`src/rtl/sw_linear_array_pkg.sv`:
```
// Shared types and score helpers for the linear Smith-Waterman array.
package sw_linear_array_pkg;

  typedef logic [1:0] score_t;
  typedef logic [1:0] base_t;

  localparam base_t  BASE_A    = 2'b00;
  localparam base_t  BASE_C    = 2'b01;
  localparam base_t  BASE_G    = 2'b10;
  localparam base_t  BASE_T    = 2'b11;
  localparam score_t SCORE_MAX = 2'd3;

  typedef struct packed {
    logic  valid;
    logic  first;
    base_t base;
  } token_t;

  typedef enum logic [1:0] {
    ST_IDLE,
    ST_RUN,
    ST_DRAIN,
    ST_DONE
  } state_t;

  // Gap penalty: one point per gap, floored at zero.
  function automatic score_t gap_add(input score_t x);
    return (x == 2'd0) ? 2'd0 : x - 2'd1;
  endfunction

endpackage

```
`src/rtl/sw_linear_array_pe.sv`:
```
// One processing element: holds a query base and scores one matrix row
// as database tokens stream past.
module sw_linear_array_pe
  import sw_linear_array_pkg::*;
#(
  parameter int POS_W = 16
) (
  input  logic             clk,
  input  logic             rst,
  input  logic             qShift_i,
  input  logic [1:0]       qBase_i,
  output logic [1:0]       qBase_o,
  input  logic             advance_i,
  input  token_t           tok_i,
  input  logic [POS_W-1:0] pos_i,
  input  logic [1:0]       up_i,
  output token_t           tok_o,
  output logic [POS_W-1:0] pos_o,
  output logic [1:0]       h_o
);

  base_t            query_q;
  token_t           tok_q;
  logic [POS_W-1:0] pos_q;
  score_t           h_q, left_q, diag_q;
  score_t           leftS, diagS, diagTerm, upGap, leftGap, hD;

  // The first column of a sequence sees zero left/diag neighbours.
  always_comb begin
    leftS = tok_i.first ? 2'd0 : left_q;
    diagS = tok_i.first ? 2'd0 : diag_q;
    if (tok_i.base == query_q) begin
      diagTerm = (diagS == SCORE_MAX) ? SCORE_MAX : diagS + 2'd1;
    end else begin
      diagTerm = (diagS == 2'd0) ? 2'd0 : diagS - 2'd1;
    end
    upGap   = gap_add(up_i);
    leftGap = gap_add(leftS);
    hD      = diagTerm;
    if (upGap > hD)   hD = upGap;
    if (leftGap > hD) hD = leftGap;
  end

  always_ff @(posedge clk or posedge rst) begin
    if (rst) begin
      query_q <= '0;
      tok_q   <= '0;
      pos_q   <= '0;
      h_q     <= '0;
      left_q  <= '0;
      diag_q  <= '0;
    end else begin
      if (qShift_i) query_q <= qBase_i;
      if (advance_i) begin
        tok_q <= tok_i;
        pos_q <= pos_i;
        h_q   <= tok_i.valid ? hD : 2'd0;
        if (tok_i.valid) begin
          left_q <= hD;
          diag_q <= up_i;
        end
      end
    end
  end

  assign qBase_o = query_q;
  assign tok_o   = tok_q;
  assign pos_o   = pos_q;
  assign h_o     = h_q;

endmodule

```
`src/rtl/sw_linear_array.sv`:
```
// Linear systolic Smith-Waterman array with query load, streaming, drain and
// result handshake. Optional row trace outputs under SW_ARRAY_ROW_TRACE_EN.
module sw_linear_array
  import sw_linear_array_pkg::*;
#(
  parameter int N      = 16,
  parameter int POS_W  = 16,
  parameter int THRESH = 2
) (
  input  logic             clk,
  input  logic             rst,
  input  logic             q_valid_i,
  input  logic [1:0]       q_base_i,
  output logic             q_ready_o,
  input  logic             db_valid_i,
  input  logic [1:0]       db_base_i,
  input  logic             db_last_i,
  output logic             db_ready_o,
  output logic             res_valid_o,
  input  logic             res_ready_i,
  output logic [1:0]       max_score_o,
  output logic [POS_W-1:0] max_pos_o,
  output logic             hit_o
`ifdef SW_ARRAY_ROW_TRACE_EN
  ,
  output logic             trace_valid_o,
  output logic [1:0]       trace_score_o
`endif
);

  localparam int QW = $clog2(N + 1);

  state_t           state_q, state_d;
  logic [QW-1:0]    qcnt_q, qcnt_d, drain_q, drain_d;
  logic             qLoaded_q, qLoaded_d;
  logic [POS_W-1:0] pos_q, pos_d;
  score_t           max_q, max_d;
  logic [POS_W-1:0] maxPos_q, maxPos_d;
  logic             hit_q;
  logic             qShift, dbReady, accept, advance;

  token_t           tokIn;
  logic [POS_W-1:0] posIn;
  token_t           tokPe [N];
  logic [POS_W-1:0] posPe [N];
  logic [1:0]       hPe   [N];
  logic [1:0]       qPe   [N];
  score_t           bestS;
  logic [POS_W-1:0] bestPos;

  // Query shifting during IDLE blocks database acceptance for that cycle.
  always_comb begin
    state_d   = state_q;
    qcnt_d    = qcnt_q;
    qLoaded_d = qLoaded_q;
    drain_d   = drain_q;
    pos_d     = pos_q;
    qShift    = 1'b0;
    dbReady   = 1'b0;
    case (state_q)
      ST_IDLE: begin
        if (q_valid_i) begin
          qShift = 1'b1;
          if (qLoaded_q) begin
            qLoaded_d = 1'b0;
            qcnt_d    = QW'(1);
          end else begin
            qcnt_d = qcnt_q + 1'b1;
            if (qcnt_q == QW'(N - 1)) qLoaded_d = 1'b1;
          end
        end else if (qLoaded_q) begin
          dbReady = 1'b1;
          if (db_valid_i) begin
            pos_d   = POS_W'(1);
            drain_d = '0;
            state_d = db_last_i ? ST_DRAIN : ST_RUN;
          end
        end
      end
      ST_RUN: begin
        dbReady = 1'b1;
        if (db_valid_i) begin
          pos_d = pos_q + 1'b1;
          if (db_last_i) begin
            drain_d = '0;
            state_d = ST_DRAIN;
          end
        end
      end
      ST_DRAIN: begin
        drain_d = drain_q + 1'b1;
        if (drain_q == QW'(N - 1)) state_d = ST_DONE;
      end
      ST_DONE: begin
        if (res_ready_i) state_d = ST_IDLE;
      end
      default: state_d = ST_IDLE;
    endcase
  end

  assign accept      = dbReady & db_valid_i;
  assign advance     = accept | (state_q == ST_DRAIN);
  assign tokIn.valid = accept;
  assign tokIn.first = (state_q == ST_IDLE);
  assign tokIn.base  = db_base_i;
  assign posIn       = (state_q == ST_IDLE) ? '0 : pos_q;

  for (genvar g = 0; g < N; g++) begin : gPe
    if (g == 0) begin : gHead
      sw_linear_array_pe #(.POS_W(POS_W)) uPe (
        .clk(clk), .rst(rst),
        .qShift_i(qShift), .qBase_i(q_base_i), .qBase_o(qPe[g]),
        .advance_i(advance),
        .tok_i(tokIn), .pos_i(posIn), .up_i(2'd0),
        .tok_o(tokPe[g]), .pos_o(posPe[g]), .h_o(hPe[g])
      );
    end else begin : gBody
      sw_linear_array_pe #(.POS_W(POS_W)) uPe (
        .clk(clk), .rst(rst),
        .qShift_i(qShift), .qBase_i(qPe[g-1]), .qBase_o(qPe[g]),
        .advance_i(advance),
        .tok_i(tokPe[g-1]), .pos_i(posPe[g-1]), .up_i(hPe[g-1]),
        .tok_o(tokPe[g]), .pos_o(posPe[g]), .h_o(hPe[g])
      );
    end
  end

  // Ascending scan with >= lets the highest PE (earliest column) win ties.
  always_comb begin
    bestS   = '0;
    bestPos = '0;
    for (int i = 0; i < N; i++) begin
      if (tokPe[i].valid && (hPe[i] >= bestS)) begin
        bestS   = hPe[i];
        bestPos = posPe[i];
      end
    end
    max_d    = max_q;
    maxPos_d = maxPos_q;
    if (bestS > max_q) begin
      max_d    = bestS;
      maxPos_d = bestPos;
    end
  end

  always_ff @(posedge clk or posedge rst) begin
    if (rst) begin
      state_q   <= ST_IDLE;
      qcnt_q    <= '0;
      qLoaded_q <= 1'b0;
      drain_q   <= '0;
      pos_q     <= '0;
      max_q     <= '0;
      maxPos_q  <= '0;
      hit_q     <= 1'b0;
    end else begin
      state_q   <= state_d;
      qcnt_q    <= qcnt_d;
      qLoaded_q <= qLoaded_d;
      drain_q   <= drain_d;
      pos_q     <= pos_d;
      if (accept && (state_q == ST_IDLE)) begin
        max_q    <= '0;
        maxPos_q <= '0;
        hit_q    <= 1'b0;
      end else if (advance) begin
        max_q    <= max_d;
        maxPos_q <= maxPos_d;
        hit_q    <= (max_d >= score_t'(THRESH));
      end
    end
  end

  assign q_ready_o   = (state_q == ST_IDLE);
  assign db_ready_o  = dbReady;
  assign res_valid_o = (state_q == ST_DONE);
  assign max_score_o = max_q;
  assign max_pos_o   = maxPos_q;
  assign hit_o       = hit_q;

`ifdef SW_ARRAY_ROW_TRACE_EN
  logic   traceValid_q;
  score_t traceScore_q;

  // Last-row score of every valid token leaving the array, one cycle pulse.
  always_ff @(posedge clk or posedge rst) begin
    if (rst) begin
      traceValid_q <= 1'b0;
      traceScore_q <= '0;
    end else begin
      traceValid_q <= advance & tokPe[N-1].valid;
      traceScore_q <= hPe[N-1];
    end
  end

  assign trace_valid_o = traceValid_q;
  assign trace_score_o = traceScore_q;
`endif

endmodule
```
`config.mk`:
```
export PLATFORM = sky130hd
export DESIGN_NAME = sw_linear_array
export DESIGN_NICKNAME = d
export VERILOG_FILES = /design/src/rtl/sw_linear_array_pkg.sv /design/src/rtl/sw_linear_array_pe.sv /design/src/rtl/sw_linear_array.sv
export SDC_FILE = /design/constraint.sdc
export NUM_CORES = 2
export LEC_CHECK = 0
export BUFFER_PORTS_ARGS = -buffer_cell sky130_fd_sc_hd__buf_2
export CAP_MARGIN = 20
export CORE_AREA = 10 10 257 259
export DETAILED_ROUTE_END_ITERATION = 8
export DIE_AREA = 0 0 267 269
export GPL_TIMING_DRIVEN = 0
export PLACE_DENSITY = 0.67
export SYNTH_ARGS = -nofsm -noshare
export SYNTH_HDL_FRONTEND = slang
export SYNTH_HIERARCHICAL = 1
export SYNTH_SLANG_ARGS = --single-unit
```
`constraint.sdc`:
```
create_clock -name clk -period 25.9 [get_ports clk]
set_input_delay 5.18 -clock clk [delete_from_list [all_inputs] [get_ports clk]]
set_output_delay 5.18 -clock clk [all_outputs]
set_load 0.01 [all_outputs]
```
==> impl_metrics.csv <==
group,metric,value,unit
global_routing,antenna_found_initial,3,
job,maxCapViolations,0,
sta,tns,0,ps
clock_tree,htreeDepth,2,
global_routing,grt_overflow,0,
floorplan,start_util,43.2,%
cells_and_area,layout_common_cells,"492 x dfrtp_1, 369 x mux2_2, 181 x nand2_1",
hold_path,min_from,"drain_q[4]",
clock_tree,clk_pin_slew,60,ps
hold_path,hold_path_depth,2,
clock_tree,cts_buffer_depth,3,
cells_and_area,layout.nets,2643,
setup_path,cp.required,26450,ps
logic_synthesis,avgSynthCellArea,11.0,um^2
detailed_routing,drt_wl_total,62000,um
clock_tree,cts_root_buf,"clkbuf_16",
hold_path,hold-path-endpoint,"drain_q[4]",
setup_path,cpMostUsedCell,"ha_1",
global_routing,grt_max_degree,53,
setup_path,crit_slowest_cell,"a2111oi_0",
setup_path,critPathLaunchType,"flip-flop",
global_routing,grt_pass1_vias,19200,
cells_and_area,drive_gt1_share,25.7,%
detailed_routing,drtAntennaViolNets,0,
power,internal_power,0.00222,W
setup_path,timing.rr.start,"gPe[0].gHead.uPe/tok_o[3]",
floorplan,die_h,269,um
detailed_routing,drc,0,
floorplan,ios,32,
sta,drv_slew,0,
power,sequentialPowerShare,29.2,%
global_routing,gr-usage-all-layers,17.3,%
cells_and_area,area_delta_synth_final,13.0,%
power,p_sw,0.00158,W
detailed_routing,routed-via-count,18500,
floorplan,coreArea,0.0610,mm^2
setup_path,rrSetupSlack,1720,ps
logic_synthesis,syn-cell-area,0.0263,mm^2
power,power_frac_comb,50.3,%
placement,portBuffers,31,
global_routing,grt_pass1_wl,102000,um
setup_path,path_class,"flip-flop to flip-flop",
detailed_routing,initialDrtViolationCount,1068,
sta,hold_viol,0,
sta,max_slew_margin,35.8,%
hold_path,hold_path.class,"flip-flop to flip-flop",
placement,dpl.hpwl,47100,um
power,p_leak,14.0,nW
detailed_routing,firstDrtPassIters,5,
sta,worstMarginPinSlew,960,ps
setup_path,reg2reg_depth,107,
clock_tree,insertion_delay,610,ps
clock_tree,cts_tree,"built",
placement,gp_congestion,0.871,
power,irDropWorstVdd,0.0000717,V
setup_path,crit_arrival,24720,ps
sta,rsz0062_at_grt,"false",
sta,period_share,93.3,%
sta,skew,22.5,ps
sta,setup_slack,1720,ps
placement,pre_cts_slack,674,ps
sta,finalCriticalPeriod,24180,ps
clock_tree,cts_num_sinks,492,
setup_path,critical-path-max-stage-delay,520,ps
logic_synthesis,netlist_instances,2400,
detailed_routing,wire_per_inst,18.6,um
outcome,outcome,"completed",
floorplan,core.rowCount,91,
power,sw_frac_of_total,41.5,%
cells_and_area,post-route-util,48.8,%
sta,max_freq,0.0414,GHz
setup_path,cp_max_fo,10,
setup_path,critPathCaptureType,"flip-flop",
power,power.total,0.00380,W
floorplan,die_area,0.0718,mm^2
sta,setup_viol,0,
cells_and_area,final_common_cell,"dfrtp_1",
floorplan,fp.dieW,267,um
power,p_per_area,128,mW/mm^2
detailed_routing,viasPerCell,5.55,
power,clkPwrFrac,20.5,%
setup_path,r2r_end,"max_pos_o[6]",
clock_tree,cts_buffers,52,
logic_synthesis,yosysWarnings,6,
==> stage by stage <==
step / instances / area, um^2 / hold slack [ps]
4_1_cts: 3331 / 29500 / 495
6_report: 3341 / 29800 / 488
2_1_floorplan: 2405 / 26400 / 450
3_3_place_gp: 3226 / 27500 / 476
3_5_place_dp: 3235 / 27700 / 483
5_1_grt: 3340 / 29800 / 535
==> worst max-delay path by stage <==
| stage | start | end | slack (ps) | cells after the start |
|---|---|---|---|---|
| finish | gPe[0].gHead.uPe/tok_o[3] | max_pos_o[6] | 1720 | 107 |
| global route | gPe[0].gHead.uPe/tok_o[3] | max_pos_o[7] | 80 | 108 |
| CTS | gPe[0].gHead.uPe/tok_o[3] | max_pos_o[6] | 420 | 106 |
| detailed placement | gPe[0].gHead.uPe/tok_o[3] | max_pos_o[6] | 670 | 106 |
| global placement | gPe[0].gHead.uPe/tok_o[3] | max_pos_o[4] | 1180 | 108 |
| floorplan | gPe[0].gHead.uPe/tok_o[3] | max_pos_o[1] | 4990 | 107 |
==> power groups by stage <==
stage | Combinational [W] | Sequential (W) | Clock, W
2_1_floorplan | 0.00145 | 0.00106 | 0
3_3_place_gp | 0.00180 | 0.00111 | 0
3_5_place_dp | 0.00189 | 0.00112 | 0
4_1_cts | 0.00191 | 0.00111 | 0.000792
5_1_grt | 0.00213 | 0.00113 | 0.000823
6_report | 0.00191 | 0.00111 | 0.000777
==> state kept, by name (all words and copies together), names as in the netlist, 4 cells and up <==
register and cells:
gPe.gBody.uPe/diag_q 30, gPe.gBody.uPe/h_o 30, gPe.gBody.uPe/qBase_o 30, gPe.gBody.uPe/pos_o 240, gPe.gHead.uPe/tok_o 4, max_pos_o 16
gPe.gHead.uPe/pos_o 16, pos_q 16, qcnt_q 5, gPe.gBody.uPe/left_q 30, gPe.gBody.uPe/tok_o 57, drain_q 5
==> cell type report <==
type,count,area (um^2)
fillers,5398,31300
multi-input cells,1663,13000
flip-flops and latches,492,12300
clock buffers,73,1500
well taps,790,988
repair buffers,49,618
inverters,163,614
plain buffers,87,427
clock inverters,23,284
diodes,1,2.50
==> per-layer routing <==
metal	vias to the layer above	track usage (%)	part of all wire [%]
met5	-	0	0.073
met4	6	5.44	2.5
met3	112	2.65	4.1
met2	307	30.8	50
met1	9252	21.2	43
li1	8870	-	-
==> worst max-delay path, delay by kind of cell, from the launching register on <==
family,cells,cell delay (ps)
compound gates,35,7190
simple gates,37,6520
fa+ha+maj,17,4720
buf+inv,13,3430
mux,5,1790
flops,1,400
==> timing repair <==
item                                    4_1_cts  5_1_grt
hold buffers                                  0        0
buffers inserted                              0        0
endpoints found under the setup margin        0       17
resized for setup                             0       17
Power figures use the tool's default switching activity.
